**config.mk**
```make
export PLATFORM = sky130hd
export DESIGN_NAME = ram_rr_arbiter
export DESIGN_NICKNAME = d
export VERILOG_FILES = /design/src/rtl/ram_rr_arbiter_pkg.sv /design/src/rtl/ram_rr_arbiter_rr_pick2.sv /design/src/rtl/ram_rr_arbiter.sv
export SDC_FILE = /design/constraint.sdc
export NUM_CORES = 1
export LEC_CHECK = 0
export ABC_CLOCK_PERIOD_IN_PS = 3090
export BUFFER_PORTS_ARGS = -buffer_cell sky130_fd_sc_hd__buf_2
export CAP_MARGIN = 20
export CORE_AREA = 2 2 70 72
export CTS_BUF_LIST = sky130_fd_sc_hd__clkbuf_8
export CTS_CLUSTER_SIZE = 40
export DETAILED_ROUTE_END_ITERATION = 6
export DIE_AREA = 0 0 72 74
export PLACE_DENSITY = 0.72
export SETUP_SLACK_MARGIN = 0.1
export SLEW_MARGIN = 20
export SYNTH_ARGS = -nofsm -noshare
export SYNTH_HDL_FRONTEND = slang
export SYNTH_HIERARCHICAL = 1
export SYNTH_SLANG_ARGS = --single-unit
```
**constraint.sdc**
```tcl
create_clock -name clock -period 3.09 [get_ports clock]
set_input_delay 0.1545 -clock clock [delete_from_list [all_inputs] [get_ports clock]]
set_output_delay 0.1545 -clock clock [all_outputs]
set_load 0.02 [all_outputs]
```
**src/rtl/ram_rr_arbiter_pkg.sv**
```systemverilog
`default_nettype none
// ram_rr_arbiter_pkg: shared arbiter state type and burst-counter width.
// Revision: 1.0
package ram_rr_arbiter_pkg;

   typedef enum logic [0:0] {
      IDLE = 1'b0,
      BUSY = 1'b1
   } arb_state_t;

   localparam int BURST_W = 4;

endpackage
`default_nettype wire

```
**src/rtl/ram_rr_arbiter_rr_pick2.sv**
```systemverilog
`default_nettype none
// rr_pick2: combinational 2-way round-robin picker with burst override.
// Revision: 1.0
module rr_pick2 (
   input  logic [1:0] valid,
   input  logic       last,
   input  logic       burst_expired,
   output logic [1:0] grant
);

   logic winner;

   // Under contention the previous winner keeps the grant until its burst expires.
   always_comb begin
      grant  = 2'b00;
      winner = burst_expired ? ~last : last;
      case (valid)
         2'b01:   grant = 2'b01;
         2'b10:   grant = 2'b10;
         2'b11:   grant = winner ? 2'b10 : 2'b01;
         default: grant = 2'b00;
      endcase
   end

endmodule
`default_nettype wire

```
**src/rtl/ram_rr_arbiter.sv**
```systemverilog
`default_nettype none
// ram_rr_arbiter: shares one synchronous-read RAM between two requesters, bounded bursts.
// Revision: 1.0
module ram_rr_arbiter
   import ram_rr_arbiter_pkg::*;
#(
   parameter int AWIDTH    = 3,
   parameter int DWIDTH    = 32,
   parameter int MAX_BURST = 4
) (
   input  logic                clock,
   input  logic                rst_n,
   input  logic [1:0]          req_valid,
   input  logic [1:0]          req_we,
   input  logic [2*AWIDTH-1:0] req_addr,
   input  logic [2*DWIDTH-1:0] req_wdata,
   output logic [1:0]          req_ready,
   output logic [1:0]          rsp_valid,
   output logic [DWIDTH-1:0]   rsp_rdata,
   output logic [AWIDTH-1:0]   ram_addr,
   output logic [DWIDTH-1:0]   ram_din,
   output logic                ram_we,
   input  logic [DWIDTH-1:0]   ram_dout
);

   localparam logic [BURST_W-1:0] MAX_CNT = BURST_W'(MAX_BURST);

   arb_state_t         state;
   arb_state_t         state_nxt;
   logic               last;
   logic               last_nxt;
   logic [BURST_W-1:0] burst_cnt;
   logic [BURST_W-1:0] burst_cnt_nxt;
   logic [1:0]         pick;
   logic [1:0]         grant;
   logic               burst_expired;
   logic               xfer;
   logic               winner;

   // Coming out of IDLE there is no burst to extend, so plain rotation decides.
   assign burst_expired = (state == IDLE) || (burst_cnt >= MAX_CNT);

   rr_pick2 u_pick (
      .valid         (req_valid),
      .last          (last),
      .burst_expired (burst_expired),
      .grant         (pick)
   );

   assign grant     = rst_n ? pick : 2'b00;
   assign xfer      = |grant;
   assign winner    = grant[1];
   assign req_ready = grant;

   assign ram_addr  = winner ? req_addr[AWIDTH +: AWIDTH]  : req_addr[0 +: AWIDTH];
   assign ram_din   = winner ? req_wdata[DWIDTH +: DWIDTH] : req_wdata[0 +: DWIDTH];
   assign ram_we    = xfer & (winner ? req_we[1] : req_we[0]);
   assign rsp_rdata = ram_dout;

   always_ff @(posedge clock or negedge rst_n) begin
      if (!rst_n) begin
         state     <= IDLE;
         last      <= 1'b1;
         burst_cnt <= '0;
         rsp_valid <= 2'b00;
      end else begin
         state     <= state_nxt;
         last      <= last_nxt;
         burst_cnt <= burst_cnt_nxt;
         rsp_valid <= grant & {2{~ram_we}};
      end
   end

   always_comb begin
      state_nxt     = state;
      last_nxt      = last;
      burst_cnt_nxt = burst_cnt;
      if (xfer) begin
         state_nxt = BUSY;
         last_nxt  = winner;
         if ((state == IDLE) || (winner != last)) begin
            burst_cnt_nxt = BURST_W'(1);
         end else if (burst_cnt < MAX_CNT) begin
            burst_cnt_nxt = burst_cnt + 1'b1;
         end
      end else begin
         state_nxt = IDLE;
      end
   end

endmodule
`default_nettype wire

```
==> out/metrics.cfg <==
[run_status]
run_status = finished clean

[die]
die_y_um = 74
dieArea_um2 = 5328
pin_count = 180
coreArea_um2 = 4598
die_x_um = 72
start_util = 0.2454
std_cell_rows = 25

[global_routing]
overflow = 0
antenna_found_initial = 0
grt_max_degree = 39
grt_pass1_vias = 957
track_usage = 0.1009
grt_pass1_wl_mm = 4.264

[layout]
nFillCells = 492
drive_above_1_share = 0.6985
num_antenna_cells = 0
syn_to_final_growth_pct = 38.03
multi_input_area_um2 = 628.1
nNetsFinal = 309
seqCellArea_um2 = 201.4

[clock_tree]
worstSkewPairLatency_ps = 230
clock_sinks = 8
cts_buffers = 3
cts_resized = 0
cts-root-buf = clkbuf_8
clkTransAtPathRegs_ps = 50
cts_tree = done
cts_buffer_depth = 2
htreeDepth = 1

[logic_synthesis]
synthArstFlopShare = 1.000
synth_warnings = 6
synth_mux_area_frac = 0.4058
yosys.area.top_type = mux2_4
synthCells = 114
synthDistinctLibCells = 24
syn_area_per_cell_um2 = 9.900
synth_area_um2 = 1129
yosysSeqAreaShare = 0.1785
synth_top_family_by_area = multiplexers
netlist_top_cells_count = buf_4, mux2_1, mux2_4
yosys.area_share.adder = 0.01109
synth_xor_area_frac = 0.007761
ys_ff_latch = 8
synthSimpleGateAreaFrac = 0.04878
yosys-top-cells-area = mux2_4, buf_4, mux2_1, dfrtp_1, buf_6
ys.flop_type = dfrtp_1
synth_top_area_frac = 0.2262
synth_compound_area_frac = 0.08093
synth_edf_count = 0
yosys.cell_count.top_type = buf_4
synth_fp_nets = 223

[sta]
rsz0062_at_grt = no
finalMaxSlewViolations = 0
final.min_clock_period_ps = 2520
finClkSkew_ps = 8.091
setup_viol = 0
setup_tns_ps = 0
worstMarginPinSlew_ps = 545.4
finalHoldViolations = 0
relSlewSlack = 0.6364
layout_setup_ws_ps = 569.8
max_freq_mhz = 396.8
period_share = 0.8156

[routing]
drt-total-wl_mm = 3.116
wl_per_cell_um = 12.32
ant_nets = 0
drc = 0
firstDrtPassIters = 4
avgViaCountPerCell = 4.387
drtIter0Drc = 27
route.vias.total = 1110

[placed_design]
dpl_worst_slack_ps = 837.2
port_buffers = 115
place_congestion = 0.7706
dp_hpwl_mm = 2.618

[pwr]
irDropWorstVdd_mv = 0.3829
p_sw_frac = 0.3885
internal_power_w = 0.0003732
p_leak_nw = 0.9205
pwr-share-comb = 0.545
p_switching_w = 0.0002372
seq_power_share = 0.240
power_density_nw_per_um2 = 391.8
power_frac_clock = 0.215

[setup_path]
required_ps = 2940
worstSetupStartpointType = flip-flop
cp-endpoint = ram_addr[2]
cp-end-kind = output pin
ff2ff_setup_slack_ps = 1050
crit_fanout = 38
worstPathArrival_ps = 2370
criticalPathCategory = reg -> out
cp-startpoint = burst_cnt[3]
reg2reg_depth = 8
r2r_start = burst_cnt[3]
regToRegEndpoint = burst_cnt[0]

[job]
maxCapViolations = 0

[min_path]
hold_path.class = in -> reg

[logic make-up after synthesis]
family                   count (synthesis)
flip-flops                               8
XOR/XNOR                                 1
AND/OR/NAND/NOR                         13
AO/OA/AOI/OAI                           14
adder cells (fa/ha/maj)                  1
buffers and inverters                   42
multiplexers                            35
[stage by stage]
step	area [µm²]	total power, W	hold WS [ps]	instances	utilization
CTS	1558	0.0006185	103.3	253	0.3388
global route	1558	0.0006581	105.6	253	0.3388
global placement	1503	0.0004749	37.75	248	0.3268
detailed placement	1503	0.0004803	41.19	248	0.3268
finish	1558	0.0006104	108.9	253	0.3388
floorplan	1129	0.0004338	-141.1	114	-
[flip-flops by register name (all words and copies together) (netlist names)]
signal,count
state,1
rsp_valid,2
burst_cnt,4
last,1
[how the worst min path moves through the flow]
stage              start      endpoint  cells past startpoint
6_report       req_we[1]  rsp_valid[1]                      2
5_1_grt        req_we[1]  rsp_valid[1]                      2
4_1_cts        req_we[1]  rsp_valid[1]                      2
3_5_place_dp       rst_n  burst_cnt[2]                      1
3_3_place_gp       rst_n  burst_cnt[3]                      1
2_1_floorplan      rst_n  burst_cnt[0]                      0
[power by group through the flow]
stage                     combinational [W]  clock, W  sequential [W]
after floorplan                    0.000287         0        0.000147
after global placement             0.000327         0        0.000148
after detailed placement           0.000332         0        0.000148
after CTS                          0.000336  0.000136        0.000147
after global routing               0.000362  0.000145        0.000151
final                              0.000333  0.000131        0.000146
[per-layer routing]
layer,vias to the layer above,GRT usage,wire length (µm)
met5,-,0,0
met4,0,0.02935,12
met3,2,0.02981,309
met2,73,0.2047,1688
met1,504,0.09794,1106
li1,531,-,-
[worst max-delay path, stage by stage (launching register included)]
cell and delay [ps]:
dfrtp_1 410, nor2_1 150, nand2_1 80, xnor2_1 210, a21oi_1 190, nand2_2 80, buf_4 440, mux2_1 380
buf_2 160
[area by class of cell]
class | count | share of cell area
multi-input cells | 64 | 0.4032
flip-flops and latches | 8 | 0.1293
repair buffers | 117 | 0.3807
well taps | 54 | 0.04337
clock buffers | 3 | 0.02651
inverters | 6 | 0.01446
clock inverters | 1 | 0.002410
[timing repair]
action                    in CTS  in global routing
buffers inserted               0                  0
hold endpoints to repair       7                  0
hold buffers                   1                  0
[cell usage in the layout, fill, tap and decap left out, types with 2 or more instances in the layout]
| master | instances |
|---|---|
| a21oi_1 | 4 |
| buf_2 | 115 |
| clkbuf_8 | 3 |
| dfrtp_1 | 7 |
| inv_1 | 6 |
| mux2_1 | 18 |
| mux2_4 | 17 |
| nand2_1 | 6 |
| nor2_1 | 4 |
| o21ai_1 | 2 |
| o221ai_1 | 2 |
Note: power is estimated with default switching activity, not from simulation.
